$ cat src/rtl/scalar_wb_arbiter_if.sv
// Writeback bus between the scalar execution units and the register-file write port.
// master: execution units / register file side; slave: the writeback arbiter.
interface scalar_wb_arbiter_if;
  logic        alu_valid;
  logic [4:0]  alu_rd;
  logic [31:0] alu_data;
  logic        mul_valid;
  logic        mul_ready;
  logic [4:0]  mul_rd;
  logic [31:0] mul_data;
  logic        lsu_valid;
  logic        lsu_ready;
  logic [4:0]  lsu_rd;
  logic [31:0] lsu_data;
  logic        rf_we;
  logic [4:0]  rf_waddr;
  logic [31:0] rf_wdata;
  logic [1:0]  wb_src;
  logic        alu_stall;
  logic        err_alu_overrun;

  modport master (
    output alu_valid, alu_rd, alu_data,
    output mul_valid, mul_rd, mul_data,
    output lsu_valid, lsu_rd, lsu_data,
    input  mul_ready, lsu_ready,
    input  rf_we, rf_waddr, rf_wdata, wb_src, alu_stall, err_alu_overrun
  );

  modport slave (
    input  alu_valid, alu_rd, alu_data,
    input  mul_valid, mul_rd, mul_data,
    input  lsu_valid, lsu_rd, lsu_data,
    output mul_ready, lsu_ready,
    output rf_we, rf_waddr, rf_wdata, wb_src, alu_stall, err_alu_overrun
  );
endinterface

$ cat src/rtl/scalar_wb_arbiter.sv
// Scalar writeback arbiter: merges ALU, MUL/DIV and LSU results into one registered
// register-file write port. ALU has fixed priority, MUL/LSU share round-robin, and a
// starvation counter raises alu_stall so a pending MUL/LSU result eventually wins.
module scalar_wb_arbiter #(
  parameter int unsigned STARVE_LIMIT = 4
) (
  input logic                  clk,
  input logic                  rst_n,
  scalar_wb_arbiter_if.slave   wb
);

  localparam int unsigned CNT_W = $clog2(STARVE_LIMIT + 1);

  localparam logic [1:0] SRC_NONE = 2'd0;
  localparam logic [1:0] SRC_ALU  = 2'd1;
  localparam logic [1:0] SRC_MUL  = 2'd2;
  localparam logic [1:0] SRC_LSU  = 2'd3;

  logic             rr_ptr;
  logic [CNT_W-1:0] starve_cnt;
  logic             grant_alu;
  logic             grant_mul;
  logic             grant_lsu;

  // Grant selection: ALU first, then MUL/LSU by availability and round-robin pointer
  always_comb begin
    grant_alu = wb.alu_valid;
    grant_mul = 1'b0;
    grant_lsu = 1'b0;
    if (!wb.alu_valid) begin
      if (wb.mul_valid && wb.lsu_valid) begin
        grant_mul = !rr_ptr;
        grant_lsu = rr_ptr;
      end else begin
        grant_mul = wb.mul_valid;
        grant_lsu = wb.lsu_valid;
      end
    end
  end

  assign wb.mul_ready = grant_mul;
  assign wb.lsu_ready = grant_lsu;
  assign wb.alu_stall = (starve_cnt == CNT_W'(STARVE_LIMIT));

  // Writeback register: one-cycle write strobe per accepted result, rd==0 suppresses the write
  always_ff @(posedge clk) begin
    if (!rst_n) begin
      wb.rf_we    <= 1'b0;
      wb.rf_waddr <= '0;
      wb.rf_wdata <= '0;
      wb.wb_src   <= SRC_NONE;
    end else if (grant_alu) begin
      wb.rf_we    <= (wb.alu_rd != 5'd0);
      wb.rf_waddr <= wb.alu_rd;
      wb.rf_wdata <= wb.alu_data;
      wb.wb_src   <= SRC_ALU;
    end else if (grant_mul) begin
      wb.rf_we    <= (wb.mul_rd != 5'd0);
      wb.rf_waddr <= wb.mul_rd;
      wb.rf_wdata <= wb.mul_data;
      wb.wb_src   <= SRC_MUL;
    end else if (grant_lsu) begin
      wb.rf_we    <= (wb.lsu_rd != 5'd0);
      wb.rf_waddr <= wb.lsu_rd;
      wb.rf_wdata <= wb.lsu_data;
      wb.wb_src   <= SRC_LSU;
    end else begin
      wb.rf_we    <= 1'b0;
      wb.wb_src   <= SRC_NONE;
    end
  end

  // Round-robin pointer: points away from whichever of MUL/LSU was last granted
  always_ff @(posedge clk) begin
    if (!rst_n) begin
      rr_ptr <= 1'b0;
    end else if (grant_mul) begin
      rr_ptr <= 1'b1;
    end else if (grant_lsu) begin
      rr_ptr <= 1'b0;
    end
  end

  // Starvation counter: counts ALU wins over pending MUL/LSU work, saturating at the limit
  always_ff @(posedge clk) begin
    if (!rst_n) begin
      starve_cnt <= '0;
    end else if (grant_mul || grant_lsu || !(wb.mul_valid || wb.lsu_valid)) begin
      starve_cnt <= '0;
    end else if (wb.alu_valid && (starve_cnt != CNT_W'(STARVE_LIMIT))) begin
      starve_cnt <= starve_cnt + CNT_W'(1);
    end
  end

  // Sticky overrun flag: issue stage ignored alu_stall
  always_ff @(posedge clk) begin
    if (!rst_n) begin
      wb.err_alu_overrun <= 1'b0;
    end else if (wb.alu_valid && wb.alu_stall) begin
      wb.err_alu_overrun <= 1'b1;
    end
  end

endmodule

$ cat src/flat_wrapper.sv
// flat-port wrapper written by rule: the top's interface ports become plain ports
module scalar_wb_arbiter_flat 
#(
  parameter int unsigned STARVE_LIMIT = 4
)
  (clk, rst_n, wb_alu_valid, wb_alu_rd, wb_alu_data, wb_mul_valid, wb_mul_rd, wb_mul_data, wb_lsu_valid, wb_lsu_rd, wb_lsu_data, wb_mul_ready, wb_lsu_ready, wb_rf_we, wb_rf_waddr, wb_rf_wdata, wb_wb_src, wb_alu_stall, wb_err_alu_overrun);
  scalar_wb_arbiter_if wb_i ();
  input logic clk;
  input logic rst_n;
  input wire logic [$bits(wb_i.alu_valid)-1:0] wb_alu_valid;
  input wire logic [$bits(wb_i.alu_rd)-1:0] wb_alu_rd;
  input wire logic [$bits(wb_i.alu_data)-1:0] wb_alu_data;
  input wire logic [$bits(wb_i.mul_valid)-1:0] wb_mul_valid;
  input wire logic [$bits(wb_i.mul_rd)-1:0] wb_mul_rd;
  input wire logic [$bits(wb_i.mul_data)-1:0] wb_mul_data;
  input wire logic [$bits(wb_i.lsu_valid)-1:0] wb_lsu_valid;
  input wire logic [$bits(wb_i.lsu_rd)-1:0] wb_lsu_rd;
  input wire logic [$bits(wb_i.lsu_data)-1:0] wb_lsu_data;
  output wire logic [$bits(wb_i.mul_ready)-1:0] wb_mul_ready;
  output wire logic [$bits(wb_i.lsu_ready)-1:0] wb_lsu_ready;
  output wire logic [$bits(wb_i.rf_we)-1:0] wb_rf_we;
  output wire logic [$bits(wb_i.rf_waddr)-1:0] wb_rf_waddr;
  output wire logic [$bits(wb_i.rf_wdata)-1:0] wb_rf_wdata;
  output wire logic [$bits(wb_i.wb_src)-1:0] wb_wb_src;
  output wire logic [$bits(wb_i.alu_stall)-1:0] wb_alu_stall;
  output wire logic [$bits(wb_i.err_alu_overrun)-1:0] wb_err_alu_overrun;
  assign wb_i.alu_valid = wb_alu_valid;
  assign wb_i.alu_rd = wb_alu_rd;
  assign wb_i.alu_data = wb_alu_data;
  assign wb_i.mul_valid = wb_mul_valid;
  assign wb_i.mul_rd = wb_mul_rd;
  assign wb_i.mul_data = wb_mul_data;
  assign wb_i.lsu_valid = wb_lsu_valid;
  assign wb_i.lsu_rd = wb_lsu_rd;
  assign wb_i.lsu_data = wb_lsu_data;
  assign wb_mul_ready = wb_i.mul_ready;
  assign wb_lsu_ready = wb_i.lsu_ready;
  assign wb_rf_we = wb_i.rf_we;
  assign wb_rf_waddr = wb_i.rf_waddr;
  assign wb_rf_wdata = wb_i.rf_wdata;
  assign wb_wb_src = wb_i.wb_src;
  assign wb_alu_stall = wb_i.alu_stall;
  assign wb_err_alu_overrun = wb_i.err_alu_overrun;
  scalar_wb_arbiter #(.STARVE_LIMIT(STARVE_LIMIT)) u_core (.clk(clk), .rst_n(rst_n), .wb(wb_i));
endmodule
$ cat config.mk
export PLATFORM = sky130hd
export DESIGN_NAME = scalar_wb_arbiter_flat
export DESIGN_NICKNAME = d
export VERILOG_FILES = /design/src/rtl/scalar_wb_arbiter_if.sv /design/src/rtl/scalar_wb_arbiter.sv /design/src/flat_wrapper.sv
export SDC_FILE = /design/constraint.sdc
export NUM_CORES = 1
export LEC_CHECK = 0
export CORE_MARGIN = 10
export CORE_UTILIZATION = 35
export DETAILED_ROUTE_END_ITERATION = 7
export DONT_BUFFER_PORTS = 1
export GPL_ROUTABILITY_DRIVEN = 0
export PLACE_DENSITY = 0.47
export SLEW_MARGIN = 0
export SYNTH_ARGS = -nofsm -noshare
export SYNTH_HDL_FRONTEND = slang
export SYNTH_SLANG_ARGS = --single-unit
$ cat constraint.sdc
create_clock -name clk -period 2.25 [get_ports clk]
set_input_delay 0.45 -clock clk [delete_from_list [all_inputs] [get_ports clk]]
set_output_delay 0.45 -clock clk [all_outputs]
set_load 0.02 [all_outputs]
==> run_results.csv, run 1 <==
group,metric,value,unit
outcome,outcome,"complete, no violations",
pwr,power.leakage,0.935,nW
worst_setup_path,path_max_fanout,14,
logic_synthesis,yosysMostFrequentCell,"dfxtp_1",
placement,place_hpwl,6210,um
detailed_routing,vias,2076,
worst_setup_path,reg2reg_from,"u_core.rr_ptr$_SDFFE_PN0P_",
flow_run,maxCapViolations,0,
worst_setup_path,start_kind,"flop",
logic_synthesis,synth_edf_count,0,
global_routing,grt_pass1_vias,2318,
logic_synthesis,netlist_instances,273,
cts,clk_latency,0.29,ns
cells_and_area,design_area,2660,sq um
cts,clk_pin_slew,0.08,ns
floorplanning,ioPinCount,160,
cells_and_area,antenna_cells,0,
logic_synthesis,async_flop_share,0,
cts,numCtsBuffers,5,
detailed_routing,drtIter0Drc,66,
global_routing,track_usage,0.141,
floorplanning,rows,30,
logic_synthesis,synth_area_per_cell,9.30,sq um
floorplanning,start_util,0.368,
cts,hold_buffers,0,
worst_setup_path,arrival,1.47,ns
cts,cts_resized,0,
logic_synthesis,syn_nets,391,
detailed_routing,dr.pass1.iters,4,
cells_and_area,syn_to_final_growth,4.58,%
timing,fin_setup_tns,0,ns
logic_synthesis,synth_flop_cell,"dfxtp_1",
placement,placedInstanceArea,2570,sq um
floorplanning,dieArea,11100,sq um
cts,cts_tree,"built",
placement,portBuffers,0,
logic_synthesis,ys_seq_area_frac,0.355,
hold_path,holdCritStartpoint,"wb_alu_data[20]",
floorplanning,fp.dieH,105,um
cells_and_area,nets,382,
global_routing,grt_start_max_net_pins,36,
worst_setup_path,critPathLaunch,"u_core.rr_ptr$_SDFFE_PN0P_",
pwr,p_per_area,659,nW/um^2
timing,period_minus_slack,1.92,ns
logic_synthesis,synth_top_area_frac,0.355,
timing,setup_viol,0,
cts,post_cts_buffers,0,
logic_synthesis,ys_ff_latch,45,
detailed_routing,avgViaCountPerCell,5.77,
cts,clkSinkCount,45,
global_routing,grt_antenna_before_repair,0,
timing,fin_skew,0.00117,ns
cells_and_area,fillers,731,
detailed_routing,routed_wl,8240,um
timing,worst_pin_slew,0.673,ns
detailed_routing,drc_errors,0,
cts,htreeDepth,2,
detailed_routing,drt-wirelength-per-cell,22.9,um
worst_setup_path,cp.required,1.80,ns
timing,rsz0062_at_grt,"no",
detailed_routing,postRouteAntennaNets,0,
timing,fmax,522,MHz
timing,hold_viol,0,
logic_synthesis,ys_top_cells_by_count,"dfxtp_1 (45), mux2i_1 (28), and2_1 (26)",
cells_and_area,final_layout_size_suffix_gt1_frac,0.152,
cts,root_buffer,"clkbuf_8",
worst_setup_path,critPathKind,"reg -> out",
logic_synthesis,ys_types,35,
floorplanning,core,6910,sq um
timing,final.period_utilization,0.852,
logic_synthesis,synth_area_leader_cell,"dfxtp_1",
logic_synthesis,yosys_warnings,0,
hold_path,hold_class,"in -> reg",
floorplanning,die-width,105,um
logic_synthesis,synthTopCellsByArea,"dfxtp_1 (35%), mux2i_1 (11%), o22ai_2 (8.9%), and2_1 (6.4%), a31oi_1 (5.9%)",
cts,cts_buffer_depth,2,
global_routing,grt-ovfl-total,0,
timing,slew_viol_final,0,
global_routing,grt_pass1_wl,12700,um
pwr,peakVddDrop,0.229,mV
timing,relSlewSlack,0.551,
worst_setup_path,end_kind,"output pin",
logic_synthesis,netlist_area,2540,sq um
-- worst max-delay path, stage by stage, from the launching register on --
cell     delay, ns
dfxtp_1       0.37
a21bo_4       0.25
nor2_8        0.32
buf_12        0.22
-- registers in the layout, indices dropped and copies added, names as in the netlist --
register,flops
u_core.wb.rf_wdata,32
u_core.wb.err_alu_overrun,1
u_core.wb.rf_we,1
u_core.wb.rf_waddr,5
u_core.rr_ptr,1
u_core.wb.wb_src,2
u_core.starve_cnt,3
-- kinds of logic after synthesis --
kind of cell / synth area share
xor gates and xnor gates: 0.00345
AOI/OAI and AO/OA: 0.290
adders and majority gates: 0.00985
DFF: 0.355
buffers and inverters: 0.0680
muxes: 0.110
and+or+nand+nor: 0.164
-- final cells by class --
cell class                 count  area [sq um]  area share
inverter                       6          22.5     0.00848
tap                           96           120      0.0452
clock buffer                   7          86.3      0.0325
sequential                    45           901       0.339
multi-input combinational    200          1470       0.553
timing repair buffer           6          57.6      0.0217
-- layout by cell type (no fill, tap or decap), drive strengths merged --
cell | Yosys | routed
dfxtp | 45 | 45
mux2i | 28 | 28
and2 | 26 | 26
a31oi | 24 | 24
o22ai | 24 | 24
nand2 | 18 | 18
o21ai | 14 | 14
nor2 | 14 | 14
a21oi | 9 | 9
o221ai | 8 | 8
nor2b | 8 | 8
a211oi | 7 | 7
clkbuf | 8 | 7
inv | 6 | 6
buf | 14 | 6
a221oi | 4 | 4
or4 | 3 | 3
nand2b | 2 | 2
nand3 | 2 | 2
ha | 2 | 2
a21bo | 1 | 1
or2 | 1 | 1
o32ai | 1 | 1
nor3 | 1 | 1
a311oi | 1 | 1
o311a | 1 | 1
xnor2 | 1 | 1
-- metrics by stage --
step,utilization,setup WS (ns),hold slack [ns],power (mW),instances
6_report,0.385,0.333,0.263,1.75,360
3_3_place_gp,0.372,0.556,0.473,1.26,353
2_1_floorplan,-,0.573,0.448,1.22,273
3_5_place_dp,0.372,0.522,0.485,1.26,353
5_1_grt,0.385,0.233,0.246,1.85,360
4_1_cts,0.385,0.300,0.258,1.78,360
-- per-layer routing --
layer  wire length, um  up-vias  track usage  share of wire
li1                  -      994            -              -
met1              3280      961        0.162           0.40
met2              3900      114        0.229           0.47
met3               971        7       0.0663           0.12
met4                89        0       0.0343          0.011
met5                 0        -            0              0
-- where the power goes --
| part | internal, mW | switching [mW] | total (mW) | leakage [nW] |
|---|---|---|---|---|
| Combinational | 0.126 | 0.138 | 0.264 | 0.517 |
| Clock | 0.244 | 0.270 | 0.515 | 0.0443 |
| Sequential | 0.856 | 0.114 | 0.970 | 0.373 |
-- path summary, 6_finish.rpt --
path / endpoint / slack, ns / cells after the start
min reg2reg: u_core.starve_cnt[1]$_SDFFE_PP0P_ / 0.49 / 2
max: wb_mul_ready / 0.33 / 3
max reg2reg: u_core.wb.rf_wdata[13]$_SDFFE_PN0P_ / 0.62 / 5
min: u_core.wb.rf_wdata[20]$_SDFFE_PN0P_ / 0.26 / 2
(Power assumes the default switching activity.)
==> run 2, diff against run 1 <==
Settings changed: GPL_TIMING_DRIVEN set to 0.
==> run 2 against run 1 <==
Net effect:
- routed wire length grew 5.5%
- non-clock buffer count grew 16
- final cell count grew 5.0%
- cell area grew 4.9%
- first-iteration DRC count shrank 33%
==> run_results.csv, run 2 (synthesized netlist as in run 1, its figures left out) <==
group,metric,value,unit
outcome,outcome,"complete, no violations",
timing,setup_viol,0,
global_routing,track_usage,0.148,
cells_and_area,syn_to_final_growth,9.66,%
cts,clk_pin_slew,0.09,ns
cts,cts_buffer_depth,2,
flow_run,maxCapViolations,0,
worst_setup_path,cp.required,1.80,ns
floorplanning,start_util,0.368,
pwr,peakVddDrop,0.214,mV
cts,post_cts_buffers,0,
cells_and_area,final_cell_mix,"dfxtp_1 (45), mux2i_1 (28), and2_1 (26)",
placement,pre_cts_slack,0.355,ns
cells_and_area,top_regs,"u_core.wb.rf_wdata (32), u_core.wb.rf_waddr (5), u_core.starve_cnt (3)",
detailed_routing,avgViaCountPerCell,5.73,
timing,fin_skew,0.00795,ns
hold_path,hold_depth,2,
worst_setup_path,cp_cell_sequence,"nand2b_1 > buf_2 > nand2_2 > nor2_2",
global_routing,grtUsageMet1,0.170,
timing,fin_ws,0.247,ns
cells_and_area,final_layout_size_suffix_gt1_frac,0.178,
cts,htreeDepth,2,
worst_setup_path,critPathKind,"reg -> out",
timing,relSlewSlack,0.643,
timing,rsz0062_at_grt,"no",
worst_setup_path,r2r_setup_slack,0.72,ns
worst_setup_path,start_kind,"flop",
detailed_routing,routed_wl,8690,um
detailed_routing,dr.pass1.iters,4,
hold_path,hold_path_end,"u_core.wb.rf_wdata[20]$_SDFFE_PN0P_",
global_routing,met3_usage,0.0682,
cts,clkSinkCount,45,
timing,final.period_utilization,0.890,
global_routing,use_met2,0.241,
pwr,power.leakage,0.997,nW
detailed_routing,drc_errors,0,
cts,clk_latency,0.30,ns
timing,slew_viol_final,0,
placement,place_hpwl,6900,um
detailed_routing,vias,2167,
worst_setup_path,arrival,1.55,ns
floorplanning,core,6910,sq um
floorplanning,rows,30,
cts,root_buffer,"clkbuf_8",
hold_path,holdCritStartpoint,"wb_alu_data[20]",
timing,fmax,499,MHz
floorplanning,ioPinCount,160,
timing,period_minus_slack,2.00,ns
cts,cts_tree,"built",
cells_and_area,final-instance-count-excl-fill,378,
worst_setup_path,max_stage_delay,0.46,ns
detailed_routing,drtIter0Drc,44,
hold_path,hold_class,"in -> reg",
global_routing,grt_start_max_net_pins,15,
floorplanning,die-width,105,um
cells_and_area,nets,398,
floorplanning,fp.dieH,105,um
placement,post-place-cells,369,
timing,worst_pin_slew,0.536,ns
timing,fin_setup_tns,0,ns
placement,placedInstanceArea,2660,sq um
detailed_routing,drt-wirelength-per-cell,23.0,um
cells_and_area,fillers,729,
cells_and_area,largest_reg_flops,32,
worst_setup_path,reg2reg_from,"u_core.rr_ptr$_SDFFE_PN0P_",
global_routing,grt_antenna_before_repair,1,
cells_and_area,final_common_cell,"dfxtp_1",
cells_and_area,design_area,2790,sq um
global_routing,grt-ovfl-total,0,
global_routing,busiest_layer,"met2",
cts,numCtsBuffers,5,
global_routing,grt_pass1_wl,13200,um
global_routing,grt_pass1_vias,2359,
cells_and_area,largest-register,"u_core.wb.rf_wdata",
worst_setup_path,r2r_end,"u_core.wb.rf_wdata[27]$_SDFFE_PN0P_",
floorplanning,dieArea,11100,sq um
worst_setup_path,end_kind,"output pin",
detailed_routing,postRouteAntennaNets,0,
worst_setup_path,path_max_fanout,10,
pwr,p_per_area,695,nW/um^2
cells_and_area,utilization,0.403,
placement,portBuffers,0,
worst_setup_path,r2r_cells,5,
timing,hold_viol,0,
worst_setup_path,cp_slowest_cell,"dfxtp_1",
-- run 2: changes by cell type in the layout (fill, tap and decap cells not counted), moves of 2 or more --
| cell | previous run | this run |
|---|---|---|
| buf_6 | 0 | 2 |
| clkbuf_1 | 1 | 8 |
| buf_2 | 0 | 7 |
| buf_4 | 5 | 3 |
-- run 2: worst max path at each step --
stage / startpoint / to / depth (start not counted)
final: u_core.rr_ptr$_SDFFE_PN0P_ / wb_lsu_ready / 4
after global routing: u_core.rr_ptr$_SDFFE_PN0P_ / wb_lsu_ready / 4
after CTS: u_core.rr_ptr$_SDFFE_PN0P_ / wb_lsu_ready / 4
after detailed placement: wb_mul_valid / wb_lsu_ready / 5
after global placement: wb_mul_valid / wb_lsu_ready / 5
after floorplan: wb_mul_valid / wb_lsu_ready / 5
-- run 2: timing repair --
item                                    CTS  global route
endpoints found under the setup margin    0             1
hold buffers                              0             0
hold endpoints to repair                  0             0
resized for setup                         0             1
-- run 2: power by group --
group / total [mW] / internal [mW] / switching, mW
clock: 0.662 / 0.362 / 0.300
combinational: 0.304 / 0.137 / 0.168
sequential: 0.970 / 0.856 / 0.114
total: 1.94 / 1.35 / 0.582
-- run 2: critical path, delay by kind of cell (launching register included) --
family	cells	cell delay [ns]
buffers and inverters	1	0.21
flip-flops	1	0.46
AND/OR/NAND/NOR	3	0.58
-- run 2: stage by stage --
| stage | power (mW) | hold WS, ns |
|---|---|---|
| 3_3_place_gp | 1.30 | 0.463 |
| 5_1_grt | 2.03 | 0.265 |
| 3_5_place_dp | 1.30 | 0.474 |
| 2_1_floorplan | 1.22 | 0.448 |
| 4_1_cts | 1.97 | 0.251 |
| 6_report | 1.94 | 0.262 |
-- run 2: routing by layer --
layer	vias up	routed length (um)
li1	1028	-
met1	1013	3430
met3	12	950
met4	0	138
met5	-	0
met2	114	4170
-- run 2: area by class of cell --
cell class              instances  area (sq um)  share of cell area
diodes                          1          2.50            0.000898
plain buffers                  22           150              0.0539
clock buffers                   6          82.6              0.0296
clock inverters                 2          37.5              0.0135
inverters                       6          22.5             0.00809
multi-input cells             200          1470               0.527
flip-flops and latches         45           901               0.323
well taps                      96           120              0.0431
